File: src/rtl/tron_pkg.sv
// Shared definitions for the Tron frame-buffer writer.
// Holds the display geometry, the colour and FSM state enums, the latched
// bike record and the pixel-to-word address helper.
package tron_pkg;

    localparam int H_RES = 640;
    localparam int V_RES = 480;
    localparam int WORDS = H_RES * V_RES / 2;

    // Colour codes stored in each 4-bit pixel; 0 is background.
    typedef enum logic [3:0] {
        BLACK  = 4'd0,
        BLUE   = 4'd1,
        ORANGE = 4'd2,
        CYAN   = 4'd3,
        YELLOW = 4'd4,
        RED    = 4'd5,
        GREEN  = 4'd6,
        WHITE  = 4'd7
    } colour_e;

    typedef enum logic [1:0] {
        S_CLEAR = 2'd0,
        S_IDLE  = 2'd1,
        S_P1    = 2'd2,
        S_P2    = 2'd3
    } state_e;

    // One bike head as captured on a frame edge.
    typedef struct packed {
        logic [9:0] x;
        logic [9:0] y;
        logic [3:0] color;
        logic       alive;
    } bike_t;

    // Word address for a 320-word line: y*320 built as (y<<8)+(y<<6),
    // plus the pixel pair index x/2 (passed in already halved).
    function automatic logic [18:0] word_addr(input logic [8:0] x_half,
                                              input logic [9:0] y);
        logic [18:0] y_w;
        y_w = {9'd0, y};
        return (y_w << 8) + (y_w << 6) + {10'd0, x_half};
    endfunction

endpackage

File: src/rtl/frame_sync.sv
// Brings the asynchronous frame strobe into the Clk domain.
// Ports:
//   clk_i        system clock
//   rst_ni       synchronous active-low reset
//   frame_clk_i  raw frame strobe (asynchronous)
//   frame_rise_o one-cycle pulse on each synchronised rising edge
module frame_sync (
    input  logic clk_i,
    input  logic rst_ni,
    input  logic frame_clk_i,
    output logic frame_rise_o
);

    // [0],[1] form the two-flop synchroniser, [2] holds the previous level.
    logic [2:0] sync_q;

    // Shift the strobe through the synchroniser and history flop.
    always_ff @(posedge clk_i) begin
        if (!rst_ni) begin
            sync_q <= 3'b000;
        end else begin
            sync_q <= {sync_q[1:0], frame_clk_i};
        end
    end

    assign frame_rise_o = sync_q[1] & ~sync_q[2];

endmodule

File: src/rtl/trail_writer.sv
// Sole write master of the packed 4-bit colour frame buffer.
// Sweeps the buffer to background after reset or on request, and on each
// frame edge writes the two bike heads (bike 1 first, bike 2 second).
// Ports:
//   Clk, Reset          clock and synchronous active-low reset
//   frame_clk           asynchronous frame strobe
//   clear_req           one-cycle clear request
//   pN_x/pN_y/pN_color/pN_alive  bike head position, colour, write enable
//   WE/write_address/write_data/nib_we  registered frame RAM write port
//   busy                high whenever the FSM is not idle
//   clear_done          one-cycle pulse after the last sweep word
module trail_writer
    import tron_pkg::*;
#(
    parameter int H_RES = tron_pkg::H_RES,
    parameter int V_RES = tron_pkg::V_RES
) (
    input  logic        Clk,
    input  logic        Reset,
    input  logic        frame_clk,
    input  logic        clear_req,
    input  logic [9:0]  p1_x,
    input  logic [9:0]  p1_y,
    input  logic [9:0]  p2_x,
    input  logic [9:0]  p2_y,
    input  logic [3:0]  p1_color,
    input  logic [3:0]  p2_color,
    input  logic        p1_alive,
    input  logic        p2_alive,
    output logic        WE,
    output logic [18:0] write_address,
    output logic [15:0] write_data,
    output logic [1:0]  nib_we,
    output logic        busy,
    output logic        clear_done
);

    localparam int          WORDS_L = H_RES * V_RES / 2;
    localparam logic [18:0] LAST_W  = 19'(WORDS_L - 1);
    localparam logic [9:0]  X_LIM   = 10'(H_RES);
    localparam logic [9:0]  Y_LIM   = 10'(V_RES);

    logic        frame_rise_s;
    state_e      state_q, state_d;
    logic [18:0] cnt_q, cnt_d;
    logic        clr_pend_q, clr_pend_d;
    logic        done_pend_q, done_pend_d;
    bike_t       b1_q, b1_d, b2_q, b2_d;
    bike_t       pix_s;
    logic        we_q, we_d;
    logic [18:0] addr_q, addr_d;
    logic [15:0] data_q, data_d;
    logic [1:0]  nib_q, nib_d;
    logic        busy_q, busy_d;
    logic        done_q, done_d;

    frame_sync u_frame_sync (
        .clk_i        (Clk),
        .rst_ni       (Reset),
        .frame_clk_i  (frame_clk),
        .frame_rise_o (frame_rise_s)
    );

    // Pick the bike record serviced in the current cycle.
    always_comb begin
        pix_s = b1_q;
        if (state_q == S_P2) begin
            pix_s = b2_q;
        end else begin
            pix_s = b1_q;
        end
    end

    // Next-state, sweep counter, input latch and output-register inputs.
    always_comb begin
        state_d     = state_q;
        cnt_d       = cnt_q;
        clr_pend_d  = clr_pend_q;
        done_pend_d = 1'b0;
        b1_d        = b1_q;
        b2_d        = b2_q;
        we_d        = 1'b0;
        addr_d      = 19'd0;
        data_d      = 16'h0000;
        nib_d       = 2'b00;
        busy_d      = (state_q != S_IDLE);
        // clear_done trails the last sweep write by one cycle.
        done_d      = done_pend_q;

        case (state_q)
            S_CLEAR: begin
                we_d   = 1'b1;
                addr_d = cnt_q;
                nib_d  = 2'b11;
                if (cnt_q == LAST_W) begin
                    state_d     = S_IDLE;
                    cnt_d       = 19'd0;
                    done_pend_d = 1'b1;
                end else begin
                    cnt_d = cnt_q + 19'd1;
                end
            end
            S_IDLE: begin
                if (clear_req || clr_pend_q) begin
                    state_d    = S_CLEAR;
                    cnt_d      = 19'd0;
                    clr_pend_d = 1'b0;
                end else if (frame_rise_s) begin
                    b1_d    = '{x: p1_x, y: p1_y, color: p1_color, alive: p1_alive};
                    b2_d    = '{x: p2_x, y: p2_y, color: p2_color, alive: p2_alive};
                    state_d = S_P1;
                end else begin
                    state_d = S_IDLE;
                end
            end
            S_P1, S_P2: begin
                // Off-screen or dead bikes still consume their cycle.
                if (pix_s.alive && (pix_s.x < X_LIM) && (pix_s.y < Y_LIM)) begin
                    we_d   = 1'b1;
                    addr_d = word_addr(pix_s.x[9:1], pix_s.y);
                    data_d = {8'h00, pix_s.color, pix_s.color};
                    nib_d  = pix_s.x[0] ? 2'b01 : 2'b10;
                end else begin
                    we_d = 1'b0;
                end
                // A clear arriving mid-write waits for the return to idle.
                if (clear_req) begin
                    clr_pend_d = 1'b1;
                end else begin
                    clr_pend_d = clr_pend_q;
                end
                state_d = (state_q == S_P1) ? S_P2 : S_IDLE;
            end
            default: begin
                state_d = S_CLEAR;
                cnt_d   = 19'd0;
            end
        endcase
    end

    // State, latch and registered output stage.
    always_ff @(posedge Clk) begin
        if (!Reset) begin
            state_q     <= S_CLEAR;
            cnt_q       <= 19'd0;
            clr_pend_q  <= 1'b0;
            done_pend_q <= 1'b0;
            b1_q        <= '0;
            b2_q        <= '0;
            we_q        <= 1'b0;
            addr_q      <= 19'd0;
            data_q      <= 16'h0000;
            nib_q       <= 2'b00;
            busy_q      <= 1'b0;
            done_q      <= 1'b0;
        end else begin
            state_q     <= state_d;
            cnt_q       <= cnt_d;
            clr_pend_q  <= clr_pend_d;
            done_pend_q <= done_pend_d;
            b1_q        <= b1_d;
            b2_q        <= b2_d;
            we_q        <= we_d;
            addr_q      <= addr_d;
            data_q      <= data_d;
            nib_q       <= nib_d;
            busy_q      <= busy_d;
            done_q      <= done_d;
        end
    end

    assign WE            = we_q;
    assign write_address = addr_q;
    assign write_data    = data_q;
    assign nib_we        = nib_q;
    assign busy          = busy_q;
    assign clear_done    = done_q;

endmodule

File: config.mk
export PLATFORM = sky130hd
export DESIGN_NAME = trail_writer
export DESIGN_NICKNAME = d
export VERILOG_FILES = /design/src/rtl/tron_pkg.sv /design/src/rtl/frame_sync.sv /design/src/rtl/trail_writer.sv
export SDC_FILE = /design/constraint.sdc
export NUM_CORES = 1
export LEC_CHECK = 0
export BUFFER_PORTS_ARGS = -buffer_cell sky130_fd_sc_hd__buf_2
export CORE_UTILIZATION = 40
export CTS_CLUSTER_DIAMETER = 200
export CTS_CLUSTER_SIZE = 8
export DETAILED_ROUTE_END_ITERATION = 6
export MAX_ROUTING_LAYER = met4
export PLACE_DENSITY = 0.57
export SLEW_MARGIN = 0
export SYNTH_ARGS = -nofsm -noshare
export SYNTH_HDL_FRONTEND = slang
export SYNTH_SLANG_ARGS = --single-unit
export TNS_END_PERCENT = 50
File: constraint.sdc
create_clock -name Clk -period 4.64 [get_ports Clk]
set_input_delay 0.464 -clock Clk [delete_from_list [all_inputs] [get_ports Clk]]
set_output_delay 0.464 -clock Clk [all_outputs]
set_load 0.1 [all_outputs]
==> results of run 1 <==
-- per-layer routing --
metal	part of all wire [%]	GRT usage, %	up-vias	wire length (um)
met1	48	27.1	2039	6010
met5	0	-	-	0
li1	-	-	2210	-
met4	0.50	6.32	0	62
met2	48	33.2	97	5970
met3	3.8	4.04	4	472
-- critical path, stage by stage, from the launching register on --
cell and delay (ns):
dfxtp_1 0.68, nand2_2 0.54, mux2_2 0.39, inv_1 0.06, fa_1 0.49, inv_1 0.06, ha_1 0.31, a211oi_1 0.26
o21ai_0 0.27, a2111o_1 0.48, nand4_1 0.08, o22ai_1 0.07
-- power breakdown --
part | leakage (uW) | switching (uW) | internal, uW
Sequential | 0.000840 | 4.02 | 898
Clock | 0.000128 | 356 | 368
Combinational | 0.00134 | 82.1 | 25.2
Total | 0.00231 | 442 | 1290
-- cells by family (layout without fill, tap and decap cells) --
group | after synthesis | in the layout | share of synthesized area, %
other cells | 1 | 8 | 0.0752
mux | 18 | 18 | 4.04
fa+ha+maj | 22 | 22 | 5.82
flops | 104 | 104 | 41.7
buf+inv | 63 | 116 | 6.09
simple gates | 242 | 242 | 22.7
compound gates | 148 | 148 | 18.5
xor+xnor | 6 | 6 | 1.05
-- how the worst min path moves through the flow --
stage,to,slack (ns)
2_1_floorplan,clear_done,0.41
3_3_place_gp,clear_done,0.42
3_5_place_dp,clear_done,0.43
4_1_cts,u_frame_sync.sync_q[0],0.32
5_1_grt,u_frame_sync.sync_q[0],0.32
6_report,u_frame_sync.sync_q[0],0.33
-- stage by stage --
step                      area [um^2]  cells  setup WS [ns]  hold WS [ns]
after global routing             5710    832          0.544         0.323
after floorplan                  5020    611           1.27         0.412
after detailed placement         5420    816          0.835         0.431
after global placement           5420    816           1.00         0.416
final                            5710    832          0.800         0.330
after CTS                        5710    832          0.812         0.322
-- registers in the layout, summed over array words and instances (netlist names), 2 cells and up, named ones only --
name / count
u_frame_sync.sync_q: 3
b1_q: 25
cnt_q: 19
write_data: 4
nib_we: 2
b2_q: 25
write_address: 19
-- placed cells by master, fill, tap and decap left out, drive strengths merged, types with 4 or more instances in the layout --
cell	n
a22oi	14
clkbuf	9
dfxtp	104
nor3	5
and2	7
mux2	17
nand2b	4
nand3	20
ha	20
nand2	129
a41oi	5
nor2	36
buf	88
and3	11
a31oi	11
a311oi	4
o21ai	20
conb	8
inv	13
xor2	5
a21oi	68
nand4	8
nand3b	4
-- layout make-up --
type | count | area (um^2)
Clock inverter | 7 | 57.6
Fill cell | 1209 | 6360
Sequential cell | 104 | 2080
Timing Repair Buffer | 88 | 448
Multi-Input combinational cell | 444 | 2640
Clock buffer | 9 | 225
Tap cell | 168 | 210
Inverter | 12 | 45.0
==> results.ini, run 1 <==
[outcome]
status=finished clean

[power_and_ir_drop]
leakagePower_uw=0.00231
peakVddDrop_mv=0.225
total_power_uw=1730
power_density_nw_per_um2=304

[clocking]
h-tree-depth=3
cts_hold_buf=0
clk_pin_slew_ns=0.07
cts_tree=yes
cts_buffer_depth=2
cts_sinks=104
cts_root_buf=clkbuf_16
cts_resized=0
postCtsSetupBuffers=0
cts_buffers=9
clkLatencyLatePin_ns=0.36

[cells_and_area]
syn2layout_area_growth_pct=14.3
fin_nets=735
drive_gt1_share_pct=20.2
diodes=0
final_core_util_pct=47.3

[place]
globalplace.congestion=0.850
numPortBuffers=85
post-dp-hpwl_mm=8.84

[yosys]
synth_cells=604
avgSynthCellArea_um2=8.26
synth_top_flop_cell=dfxtp_1
ys_warn_count=0
synth_top_area_share_pct=41.7
synth_cell_types=59
synthArstFlopShare_pct=0
ys_seq_area_share_pct=41.7
synth_edf_count=0
ys_ff_latch=104
synthTopCellsByArea=dfxtp_1 (42%), nand2_1 (9.6%), a21oi_1 (6.7%)
synth_area_um2=4990
synth.most_common_cell=nand2_1
synthTopCellsByCount=nand2_1 (128), dfxtp_1 (104), a21oi_1 (67)
yosys.area.top_type=dfxtp_1

[sta]
fmax_ghz=0.260
setup_violations=0
relSlewSlack_pct=30.6
slew_violations=0
fin_skew_ns=0.00910
tightestPinTransition_ns=1.04
min_period_over_period_pct=82.8
hold_viol=0
tns_ns=0
min_period_ns=3.84
rsz0062_at_grt=no

[global_routing]
grt_pass1_vias=4224
grt_pass1_wl_mm=20.7
grt_max_degree=54
grtUsageTotal_pct=20.9
grt-ovfl-total=0
antenna_found_initial=0

[drt]
viasPerCell=5.23
wl_mm=12.5
drtIter0Drc=253
vias=4350
drc_errors=0
dr.pass1.iters=4
ant_nets=0
wire_per_inst_um=15.0

[hold_path]
min_from=frame_clk
hold_path_class=in -> reg
min_path_cells=2

[setup_path]
r2r_slack_ns=0.80
r2r_cells=11
arrival_ns=4.05
crit_path_end_kind=flop
cp-endpoint=write_address[16]
start_kind=flop
required_ns=4.85
critPathKind=reg -> reg
crit_fanout=26
timing.rr.end=write_address[16]

[floorplan]
placementRows=40
die_area_um2=12900
dieWidth_um=114
start_util_pct=41.4
die_h_um=114
num_io_pins=94
core_um2=12100

[run]
cap_viol_max_count=0

(Power assumes the default switching activity.)
==> run 2: changes to the inputs <==
--- a/config.mk
+++ b/config.mk
@@ -5,13 +5,14 @@
 export SDC_FILE = /design/constraint.sdc
 export NUM_CORES = 1
 export LEC_CHECK = 0
+export ABC_AREA = 1
 export BUFFER_PORTS_ARGS = -buffer_cell sky130_fd_sc_hd__buf_2
 export CORE_UTILIZATION = 40
 export CTS_CLUSTER_DIAMETER = 200
 export CTS_CLUSTER_SIZE = 8
 export DETAILED_ROUTE_END_ITERATION = 6
 export MAX_ROUTING_LAYER = met4
-export PLACE_DENSITY = 0.57
+export PLACE_DENSITY = 0.59
 export SLEW_MARGIN = 0
 export SYNTH_ARGS = -nofsm -noshare
 export SYNTH_HDL_FRONTEND = slang
==> constraint.sdc (replaced) <==
create_clock -name Clk -period 3.3 [get_ports Clk]
set_input_delay 0.33 -clock Clk [delete_from_list [all_inputs] [get_ports Clk]]
set_output_delay 0.33 -clock Clk [all_outputs]
set_load 0.1 [all_outputs]
==> results.ini, run 2 <==
[outcome]
status=finished clean

[floorplan]
start_util_pct=40.9
die_h_um=115
placementRows=41
die_area_um2=13300
num_io_pins=94
dieWidth_um=115
core_um2=12600

[cells_and_area]
drive_gt1_share_pct=15.3
top_regs=b1_q x25, b2_q x25
syn2layout_area_growth_pct=15.3
diodes=0
fin_nets=881
layout_commonest_cell=nand2_1
stdcell_count=981
final.fill_count=1305
layout_common_cells=nand2_1 (188), dfxtp_1 (104), a21oi_1 (97), buf_2 (85), inv_1 (76)

[clocking]
cts_resized=0
clk_pin_slew_ns=0.07
cts_root_buf=clkbuf_16
cts_buffers=9
cts_tree=yes
cts_buffer_depth=2
cts_hold_buf=0
cts_sinks=104
postCtsSetupBuffers=0
clkLatencyLatePin_ns=0.35
h-tree-depth=3

[setup_path]
critPathKind=reg -> reg
crit_fanout=13
r2r_cells=13
timing.rr.end=write_address[15]
r2r_slack_ns=0.59
required_ns=3.56
arrival_ns=2.97
timing.rr.start=state_q[0]
start_kind=flop
crit_path_end_kind=flop

[global_routing]
grt_max_degree=65
grt_pass1_vias=4425
grt-ovfl-total=0
grt_pass1_wl_mm=21.8
antenna_found_initial=0
grtUsageTotal_pct=22.0

[yosys]
ys_ff_latch=104
synth_edf_count=0
ys_seq_area_share_pct=40.5
ys_warn_count=0
synth_top_area_share_pct=40.5
synth_area_um2=5140
synth.most_common_cell=nand2_1
avgSynthCellArea_um2=6.94
synth_cell_types=34
synthTopCellsByCount=nand2_1 (189), dfxtp_1 (104), a21oi_1 (97)
synthTopCellsByArea=dfxtp_1 (41%), nand2_1 (14%), a21oi_1 (9.4%)
synth_cells=740
yosys.area.top_type=dfxtp_1
synth_top_flop_cell=dfxtp_1
synthArstFlopShare_pct=0

[place]
pre_cts_slack_ns=0.594
globalplace.congestion=0.876
post-dp-hpwl_mm=9.72
numPortBuffers=85
placed_cells=966

[sta]
fin_skew_ns=0.00815
setup_slack_ns=0.590
min_period_over_period_pct=82.1
slew_violations=0
tns_ns=0
relSlewSlack_pct=26.3
min_period_ns=2.71
hold_viol=0
tightestPinTransition_ns=1.11
setup_violations=0
rsz0062_at_grt=no
fmax_ghz=0.369

[power_and_ir_drop]
total_power_uw=2510
combPwrFrac_pct=6.2
power_density_nw_per_um2=423
seqPwrFrac_pct=50.7
swShare_pct=23.9
pwr-share-clk_pct=43.1
leakagePower_uw=0.00262
peakVddDrop_mv=0.265
switchingPower_uw=599
internal_power_uw=1910

[drt]
viasPerCell=4.93
dr.pass1.iters=7
ant_nets=0
wl_mm=13.3
drtIter0Drc=251
vias=4840
wire_per_inst_um=13.6
drc_errors=0

[hold_path]
hold_path_class=in -> reg
min_to=u_frame_sync.sync_q[0]
min_path_cells=3
min_from=frame_clk

[run]
cap_viol_max_count=0

[run 2: cell count changes after synthesis, sizes merged, moves of 12 or more]
cell   previous run  this run
a21oi            68        97
nand2           129       191
inv              12        79
mux2             17         0
a22oi            14         0
nand3            20        69
nor2             36        48
o21ai            20        50
[run 2: how the worst max path moves through the flow]
stage                     slack (ns)           endpoint  startpoint  cells past startpoint
after floorplan                 0.32  write_address[15]        flop                     18
after global placement          0.70  write_address[15]  state_q[0]                     15
after detailed placement        0.59  write_address[15]        flop                     13
after CTS                       0.58  write_address[15]        flop                     13
after global routing            0.29  write_address[15]        flop                     15
final                           0.59  write_address[15]  state_q[0]                     13
[run 2: area by class of cell]
class                           count  area (um^2)  area share (%)
Clock buffer                       11          243            4.10
Clock inverter                      4         52.6           0.887
Inverter                           79          297            5.00
Multi-Input combinational cell    516         2540            42.8
Sequential cell                   104         2080            35.1
Tap cell                          172          215            3.63
Timing Repair Buffer               95          500            8.45
[run 2: power by group through the flow]
stage / registers [uW] / clock network [uW] / logic (uW)
floorplan: 1330 / 0 / 83.3
global placement: 1300 / 0 / 155
detailed placement: 1300 / 0 / 156
CTS: 1270 / 1110 / 156
global route: 1270 / 1160 / 167
finish: 1270 / 1080 / 156
[run 2: logic make-up after synthesis]
family                   share of synthesized area [%]
adder cells (fa/ha/maj)                           5.65
AO/OA/AOI/OAI                                     14.8
flip-flops                                        40.5
AND/OR/NAND/NOR                                   27.5
other                                           0.0730
XOR/XNOR                                         0.682
buffers and inverters                             10.7
[run 2: routing by layer]
layer | track usage [%] | share of wire [%] | vias up
met5 | - | 0 | -
met4 | 8.31 | 2.0 | 0
met3 | 4.27 | 4.9 | 17
met2 | 32.3 | 43 | 132
met1 | 29.7 | 50 | 2190
li1 | - | - | 2501
[run 2: worst max-delay path, stage by stage, from the launching register on]
cell     delay, ns
dfxtp_1       0.34
nand2_2       0.16
buf_4         0.22
o21ai_0       0.28
ha_1          0.30
ha_1          0.25
fa_1          0.44
nand3_1       0.11
nand2_1       0.08
nand2_1       0.09
nand2_1       0.05
nand2_1       0.06
nand3_1       0.07
a21oi_1       0.16
[run 2: stage by stage]
stage | hold WS [ns] | cell area [um^2] | util (%)
finish | 0.165 | 5930 | 47.1
global route | 0.177 | 5930 | 47.1
CTS | 0.156 | 5930 | 47.1
detailed placement | 0.406 | 5630 | 44.8
global placement | 0.400 | 5630 | 44.8
floorplan | 0.390 | 5160 | -
